==> src/rtl/mem_sequencer_if.sv <==
// mem_sequencer_if: bundles the cpu-side and memory-side signals of mem_sequencer.
// Rev 1.0 -- master modport is the sequencer, slave modport is the cpu/memory environment.
`default_nettype none

interface mem_sequencer_if;
   logic [31:0] PC;
   logic [31:0] ALU_result;
   logic [31:0] write_data;
   logic        mem_write;
   logic [31:0] instruction;
   logic [31:0] read_data;
   logic        cpu_enable;
   logic        mem_req;
   logic [31:0] mem_addr;
   logic        mem_we;
   logic [31:0] mem_wdata;
   logic        mem_ready;
   logic [31:0] mem_rdata;
   logic [31:0] retired;
   logic        fault;

   modport master (
      input  PC, ALU_result, write_data, mem_write, mem_ready, mem_rdata,
      output instruction, read_data, cpu_enable, mem_req, mem_addr, mem_we,
             mem_wdata, retired, fault
   );

   modport slave (
      output PC, ALU_result, write_data, mem_write, mem_ready, mem_rdata,
      input  instruction, read_data, cpu_enable, mem_req, mem_addr, mem_we,
             mem_wdata, retired, fault
   );
endinterface

`default_nettype wire

==> src/rtl/mem_sequencer.sv <==
// mem_sequencer: shares one memory between fetch and load/store, commits via cpu_enable. Rev 1.0
// Optional bus timeout with sticky fault: define MEM_SEQUENCER_TIMEOUT_EN.
`default_nettype none

module mem_sequencer #(
   parameter int unsigned WAIT_LIMIT = 16
) (
   input  wire logic        clock,
   input  wire logic        reset,
   mem_sequencer_if.master  bus
);

   typedef enum logic [2:0] {
      IDLE   = 3'd0,
      FETCH  = 3'd1,
      DATA   = 3'd2,
      COMMIT = 3'd3,
      FAULT  = 3'd4
   } state_t;

   localparam logic [6:0]  OP_LOAD  = 7'b0000011;
   localparam logic [6:0]  OP_STORE = 7'b0100011;
   localparam logic [31:0] NOP      = 32'h0000_0013;

   state_t      state;
   state_t      state_next;
   logic        req;
   logic        we;
   logic        cpu_en;
   logic [31:0] addr;
   logic [31:0] wdata;
   logic        is_mem_op;
   logic        timeout;
   logic [31:0] instruction_q;
   logic [31:0] read_data_q;
   logic [31:0] retired_q;

   assign is_mem_op = (bus.mem_rdata[6:0] == OP_LOAD) || (bus.mem_rdata[6:0] == OP_STORE);

   always_ff @(posedge clock or negedge reset) begin
      if (!reset) begin
         state <= IDLE;
      end else begin
         state <= state_next;
      end
   end

   // Request outputs decode from the registered state only, so reset drops them at once.
   always_comb begin
      state_next = state;
      req        = 1'b0;
      we         = 1'b0;
      cpu_en     = 1'b0;
      addr       = 32'h0;
      wdata      = 32'h0;
      case (state)
         IDLE: begin
            state_next = FETCH;
         end
         FETCH: begin
            req  = 1'b1;
            addr = bus.PC;
            if (bus.mem_ready) begin
               state_next = is_mem_op ? DATA : COMMIT;
            end else if (timeout) begin
               state_next = FAULT;
            end
         end
         DATA: begin
            req   = 1'b1;
            addr  = bus.ALU_result;
            we    = bus.mem_write;
            wdata = bus.write_data;
            if (bus.mem_ready) begin
               state_next = COMMIT;
            end else if (timeout) begin
               state_next = FAULT;
            end
         end
         COMMIT: begin
            cpu_en     = 1'b1;
            state_next = FETCH;
         end
         FAULT: begin
            state_next = FAULT;
         end
         default: begin
            state_next = IDLE;
         end
      endcase
   end

   always_ff @(posedge clock or negedge reset) begin
      if (!reset) begin
         instruction_q <= NOP;
         read_data_q   <= 32'h0;
         retired_q     <= 32'h0;
      end else begin
         if (state == FETCH && bus.mem_ready) begin
            instruction_q <= bus.mem_rdata;
         end
         if (state == DATA && bus.mem_ready && !we) begin
            read_data_q <= bus.mem_rdata;
         end
         if (state == COMMIT) begin
            retired_q <= retired_q + 32'd1;
         end
      end
   end

`ifdef MEM_SEQUENCER_TIMEOUT_EN
   localparam logic [15:0] LIMIT = 16'(WAIT_LIMIT);

   logic [15:0] wait_cnt;

   // Clearing whenever no access is pending covers entry into both FETCH and DATA.
   always_ff @(posedge clock or negedge reset) begin
      if (!reset) begin
         wait_cnt <= 16'h0;
      end else if (!req || bus.mem_ready) begin
         wait_cnt <= 16'h0;
      end else begin
         wait_cnt <= wait_cnt + 16'd1;
      end
   end

   assign timeout   = !bus.mem_ready && ((wait_cnt + 16'd1) == LIMIT);
   assign bus.fault = (state == FAULT);
`else
   logic unused_wait_limit;

   assign unused_wait_limit = |WAIT_LIMIT;
   assign timeout           = 1'b0;
   assign bus.fault         = 1'b0;
`endif

   assign bus.mem_req     = req;
   assign bus.mem_we      = we;
   assign bus.mem_addr    = addr;
   assign bus.mem_wdata   = wdata;
   assign bus.cpu_enable  = cpu_en;
   assign bus.instruction = instruction_q;
   assign bus.read_data   = read_data_q;
   assign bus.retired     = retired_q;

endmodule

`default_nettype wire

==> src/flat_wrapper.sv <==
// flat-port wrapper written by rule: the top's interface ports become plain ports
module mem_sequencer_flat 
#(
   parameter int unsigned WAIT_LIMIT = 16
)
  (clock, reset, bus_PC, bus_ALU_result, bus_write_data, bus_mem_write, bus_mem_ready, bus_mem_rdata, bus_instruction, bus_read_data, bus_cpu_enable, bus_mem_req, bus_mem_addr, bus_mem_we, bus_mem_wdata, bus_retired, bus_fault);
  mem_sequencer_if bus_i ();
  input  wire logic clock;
  input  wire logic reset;
  input wire logic [$bits(bus_i.PC)-1:0] bus_PC;
  input wire logic [$bits(bus_i.ALU_result)-1:0] bus_ALU_result;
  input wire logic [$bits(bus_i.write_data)-1:0] bus_write_data;
  input wire logic [$bits(bus_i.mem_write)-1:0] bus_mem_write;
  input wire logic [$bits(bus_i.mem_ready)-1:0] bus_mem_ready;
  input wire logic [$bits(bus_i.mem_rdata)-1:0] bus_mem_rdata;
  output wire logic [$bits(bus_i.instruction)-1:0] bus_instruction;
  output wire logic [$bits(bus_i.read_data)-1:0] bus_read_data;
  output wire logic [$bits(bus_i.cpu_enable)-1:0] bus_cpu_enable;
  output wire logic [$bits(bus_i.mem_req)-1:0] bus_mem_req;
  output wire logic [$bits(bus_i.mem_addr)-1:0] bus_mem_addr;
  output wire logic [$bits(bus_i.mem_we)-1:0] bus_mem_we;
  output wire logic [$bits(bus_i.mem_wdata)-1:0] bus_mem_wdata;
  output wire logic [$bits(bus_i.retired)-1:0] bus_retired;
  output wire logic [$bits(bus_i.fault)-1:0] bus_fault;
  assign bus_i.PC = bus_PC;
  assign bus_i.ALU_result = bus_ALU_result;
  assign bus_i.write_data = bus_write_data;
  assign bus_i.mem_write = bus_mem_write;
  assign bus_i.mem_ready = bus_mem_ready;
  assign bus_i.mem_rdata = bus_mem_rdata;
  assign bus_instruction = bus_i.instruction;
  assign bus_read_data = bus_i.read_data;
  assign bus_cpu_enable = bus_i.cpu_enable;
  assign bus_mem_req = bus_i.mem_req;
  assign bus_mem_addr = bus_i.mem_addr;
  assign bus_mem_we = bus_i.mem_we;
  assign bus_mem_wdata = bus_i.mem_wdata;
  assign bus_retired = bus_i.retired;
  assign bus_fault = bus_i.fault;
  mem_sequencer #(.WAIT_LIMIT(WAIT_LIMIT)) u_core (.clock(clock), .reset(reset), .bus(bus_i));
endmodule
==> config.mk <==
export PLATFORM = sky130hd
export DESIGN_NAME = mem_sequencer_flat
export DESIGN_NICKNAME = d
export VERILOG_FILES = /design/src/rtl/mem_sequencer_if.sv /design/src/rtl/mem_sequencer.sv /design/src/flat_wrapper.sv
export SDC_FILE = /design/constraint.sdc
export NUM_CORES = 1
export LEC_CHECK = 0
export BUFFER_PORTS_ARGS = -buffer_cell sky130_fd_sc_hd__buf_2
export CELL_PAD_IN_SITES_DETAIL_PLACEMENT = 0
export CELL_PAD_IN_SITES_GLOBAL_PLACEMENT = 1
export CORE_MARGIN = 2
export CORE_UTILIZATION = 28
export CTS_CLUSTER_DIAMETER = 150
export DETAILED_ROUTE_END_ITERATION = 8
export PLACE_DENSITY = 0.86
export SLEW_MARGIN = 25
export SYNTH_ARGS = -nofsm -noshare
export SYNTH_HDL_FRONTEND = slang
export SYNTH_SLANG_ARGS = --single-unit
export TNS_END_PERCENT = 50
==> constraint.sdc <==
create_clock -name clock -period 1.7 [get_ports clock]
set_clock_uncertainty 0.05 [all_clocks]
set_input_delay 0.17 -clock clock [delete_from_list [all_inputs] [get_ports clock]]
set_output_delay 0.17 -clock clock [all_outputs]
set_load 0.05 [all_outputs]
==> reports/metrics.cfg <==
[floorplanning]
core_um2 = 15940
die_y_um = 132.1
fp.dieArea_um2 = 17450
io_pins = 296
start_util_pct = 28.83
rows = 46
die_w_um = 132.1

[synthesis]
yosysWarnings = 0
syn-num-nets = 491
synthFlopType = dfrtp_1
synth_cell_types = 36
async_reset_ff_share_pct = 100.0
syn-cell-area_um2 = 4596
synth_top_area_share_pct = 52.27
synth_top_area_cell = dfrtp_1
syn_area_per_cell_um2 = 12.84
synth.area.top_cells = dfrtp_1 (52%), mux2_2 (15%), a22o_1 (6.1%)
synth_edf_count = 0
synth.most_common_cell = dfrtp_1
synth-seq-cells = 99
netlist_instances = 358
seq_area_frac_synth_pct = 53.99
yosys-top-cells-count = dfrtp_1 (96), mux2_2 (60), and2_1 (34)

[timing]
worst_slack_ns = -0.2550
rsz0062_at_grt = true
whs_ns = 0.01793
finalSetupViolCount = 75
period_needed_ns = 1.955
hold_viol_final = 0
max_freq_mhz = 511.5
finalCritPeriodShare_pct = 115.0
drv_slew = 0

[place]
placed_cell_area_um2 = 6740
place.gp.congestion = 0.8419
port-buffer-count = 294
dp_hpwl_um = 10490
dp_slack_ns = -0.005231

[detailed_routing]
wl_per_cell_um = 15.86
drc_errors = 0
vias = 4065
drt-vias-per-instance = 4.507
drt_wl_total_um = 14310
drtIter0Drc = 140
first_pass_iters = 4
ant_nets = 0

[cts]
clock-sinks = 99
clk-insertion-delay-late_ns = 0.34
numCtsBuffers = 9
cts_max_level = 3
cts_root_buf = clkbuf_16
clk_pin_slew_ns = 0.07
clock_path_buffers = 2
cts_tree = built

[setup_path]
critPathBufInv = 3
critPathLaunch = u_core.state[2]$_DFFE_PN0P_
critPathCapture = bus_mem_wdata[14]
crit_type = reg -> out
cp_top_family = buffers and inverters
path_max_fanout = 13
reg2reg_from = u_core.state[2]$_DFFE_PN0P_
r2r_cells = 4
cp.arrival_ns = 1.73
critical_path.startpoint_type = register
required_ns = 1.48
path_depth = 5
cp_cell_sequence = nor3b_4 -> buf_12 -> clkbuf_16 -> and2_1 -> buf_6
r2r-end = u_core.bus.read_data[13]$_DFFE_PN0P_
cp_slowest_cell = dfrtp_2
reg2reg_slack_ns = -0.01
worst_setup_path_end_kind = output pin
worst_path_largest_cell_delay_ns = 0.44

[worst_hold_path]
hold_class = in -> reg
worstHoldPathCells = 2

[power_and_ir_drop]
power_density_nw_per_um2 = 1405
total_leakage_power_nw = 4.083
vdd_drop_max_mv = 0.8560

[final_layout]
multi_input_area_um2 = 2276
finish.utilization_pct = 49.64
regArea_um2 = 2511
synthToLayoutAreaGrowth_pct = 72.20
fin_area_um2 = 7914
fin_nets = 813
fillCellCount = 1433
drive_above_1_share_pct = 73.72

[status]
status = finished with violations
violations = setup timing

[grt]
overflow = 0
grt_pass1_vias = 4289
antenna_found_initial = 1
grt_use_total_pct = 15.42
grt_max_degree = 40
grt_pass1_wl_um = 21710

[flow_run]
cap_violations = 0

-- layout by cell type (no fill, tap or decap), types with 11 or more instances in the layout --
cell / netlist / routed
buf_2: 7 / 226
dfrtp_1: 96 / 72
mux2_2: 60 / 53
buf_6: 1 / 39
buf_8: 0 / 29
dfrtp_2: 0 / 24
and2_4: 0 / 23
buf_4: 1 / 22
a22o_2: 0 / 18
xnor2_1: 16 / 16
xor2_1: 15 / 15
buf_12: 0 / 13
clkbuf_16: 0 / 12
nand2_1: 11 / 11
-- through the flow --
stage | TNS (ns) | total power, W | std cells
6_report | -14.15 | 0.01112 | 902
5_1_grt | -21.44 | 0.01160 | 902
4_1_cts | -15.10 | 0.01110 | 892
3_5_place_dp | -0.009199 | 0.008521 | 871
3_3_place_gp | 0 | 0.008467 | 871
2_1_floorplan | -3.121 | 0.007099 | 358
-- report_power, final --
| part | switching, W | internal, W |
|---|---|---|
| Clock | 0.000875 | 0.00129 |
| Sequential | 0.000325 | 0.00290 |
| Combinational | 0.00376 | 0.00197 |
| Total | 0.00496 | 0.00616 |
-- cells by family after synthesis --
| family | share of synthesized area, % |
|---|---|
| buffers and inverters | 2.478 |
| other | 0.08160 |
| xor gates and xnor gates | 5.908 |
| adders and majority gates | 0.2722 |
| DFF | 53.99 |
| muxes | 15.93 |
| AOI/OAI and AO/OA | 6.453 |
| and+or+nand+nor | 14.89 |
-- worst min path at each step --
stage,from,endpoint,slack (ns)
finish,bus_mem_rdata[7],u_core.bus.instruction[7]$_DFFE_PN0P_,0.02
global route,bus_mem_rdata[7],u_core.bus.instruction[7]$_DFFE_PN0P_,0.009
CTS,bus_mem_rdata[7],u_core.bus.instruction[7]$_DFFE_PN0P_,0.003
detailed placement,reset,u_core.bus.instruction[15]$_DFFE_PN0P_,0.06
global placement,reset,u_core.bus.instruction[15]$_DFFE_PN0P_,0.06
floorplan,reset,u_core.bus.instruction[10]$_DFFE_PN0P_,-0.18
-- timing repair --
| item | in CTS | in global routing |
|---|---|---|
| endpoints found under the setup margin | 84 | 124 |
| gates resized for setup | 145 | 61 |
| pin swaps | 3 | 8 |
| endpoints found under the hold margin | 25 | 0 |
| cloned | 0 | 3 |
| hold buffers | 2 | 0 |
| buffers inserted | 3 | 6 |
-- worst reg2reg max path, cell delays in order (launching register included) --
cell	delay, ns
dfrtp_2	0.44
nor3b_4	0.28
and3b_2	0.27
buf_12	0.19
mux2_2	0.37
-- area by class of cell --
cell class              count  share of cell area, %
flip-flops and latches     99                  31.73
diodes                      1                0.03162
multi-input cells         234                  28.76
clock buffers              10                  2.893
clock inverters             6                  1.154
repair buffers            334                  31.92
inverters                   2                0.09486
well taps                 216                  3.415
-- layer usage --
| metal | vias to the layer above | wire, um | track usage (%) | share of wire, % |
|---|---|---|---|---|
| li1 | 1927 | - | - | - |
| met1 | 1949 | 5216 | 16.95 | 36 |
| met2 | 163 | 7936 | 28.94 | 55 |
| met3 | 26 | 763 | 2.691 | 5.3 |
| met4 | 0 | 393 | 6.763 | 2.7 |
| met5 | - | 0 | 0 | 0 |
-- registers in the layout, indices dropped and copies added, names as in the netlist --
register,flops
u_core.bus.read_data,32
u_core.state,3
u_core.bus.retired,32
u_core.bus.instruction,32
(Power assumes the default switching activity.)
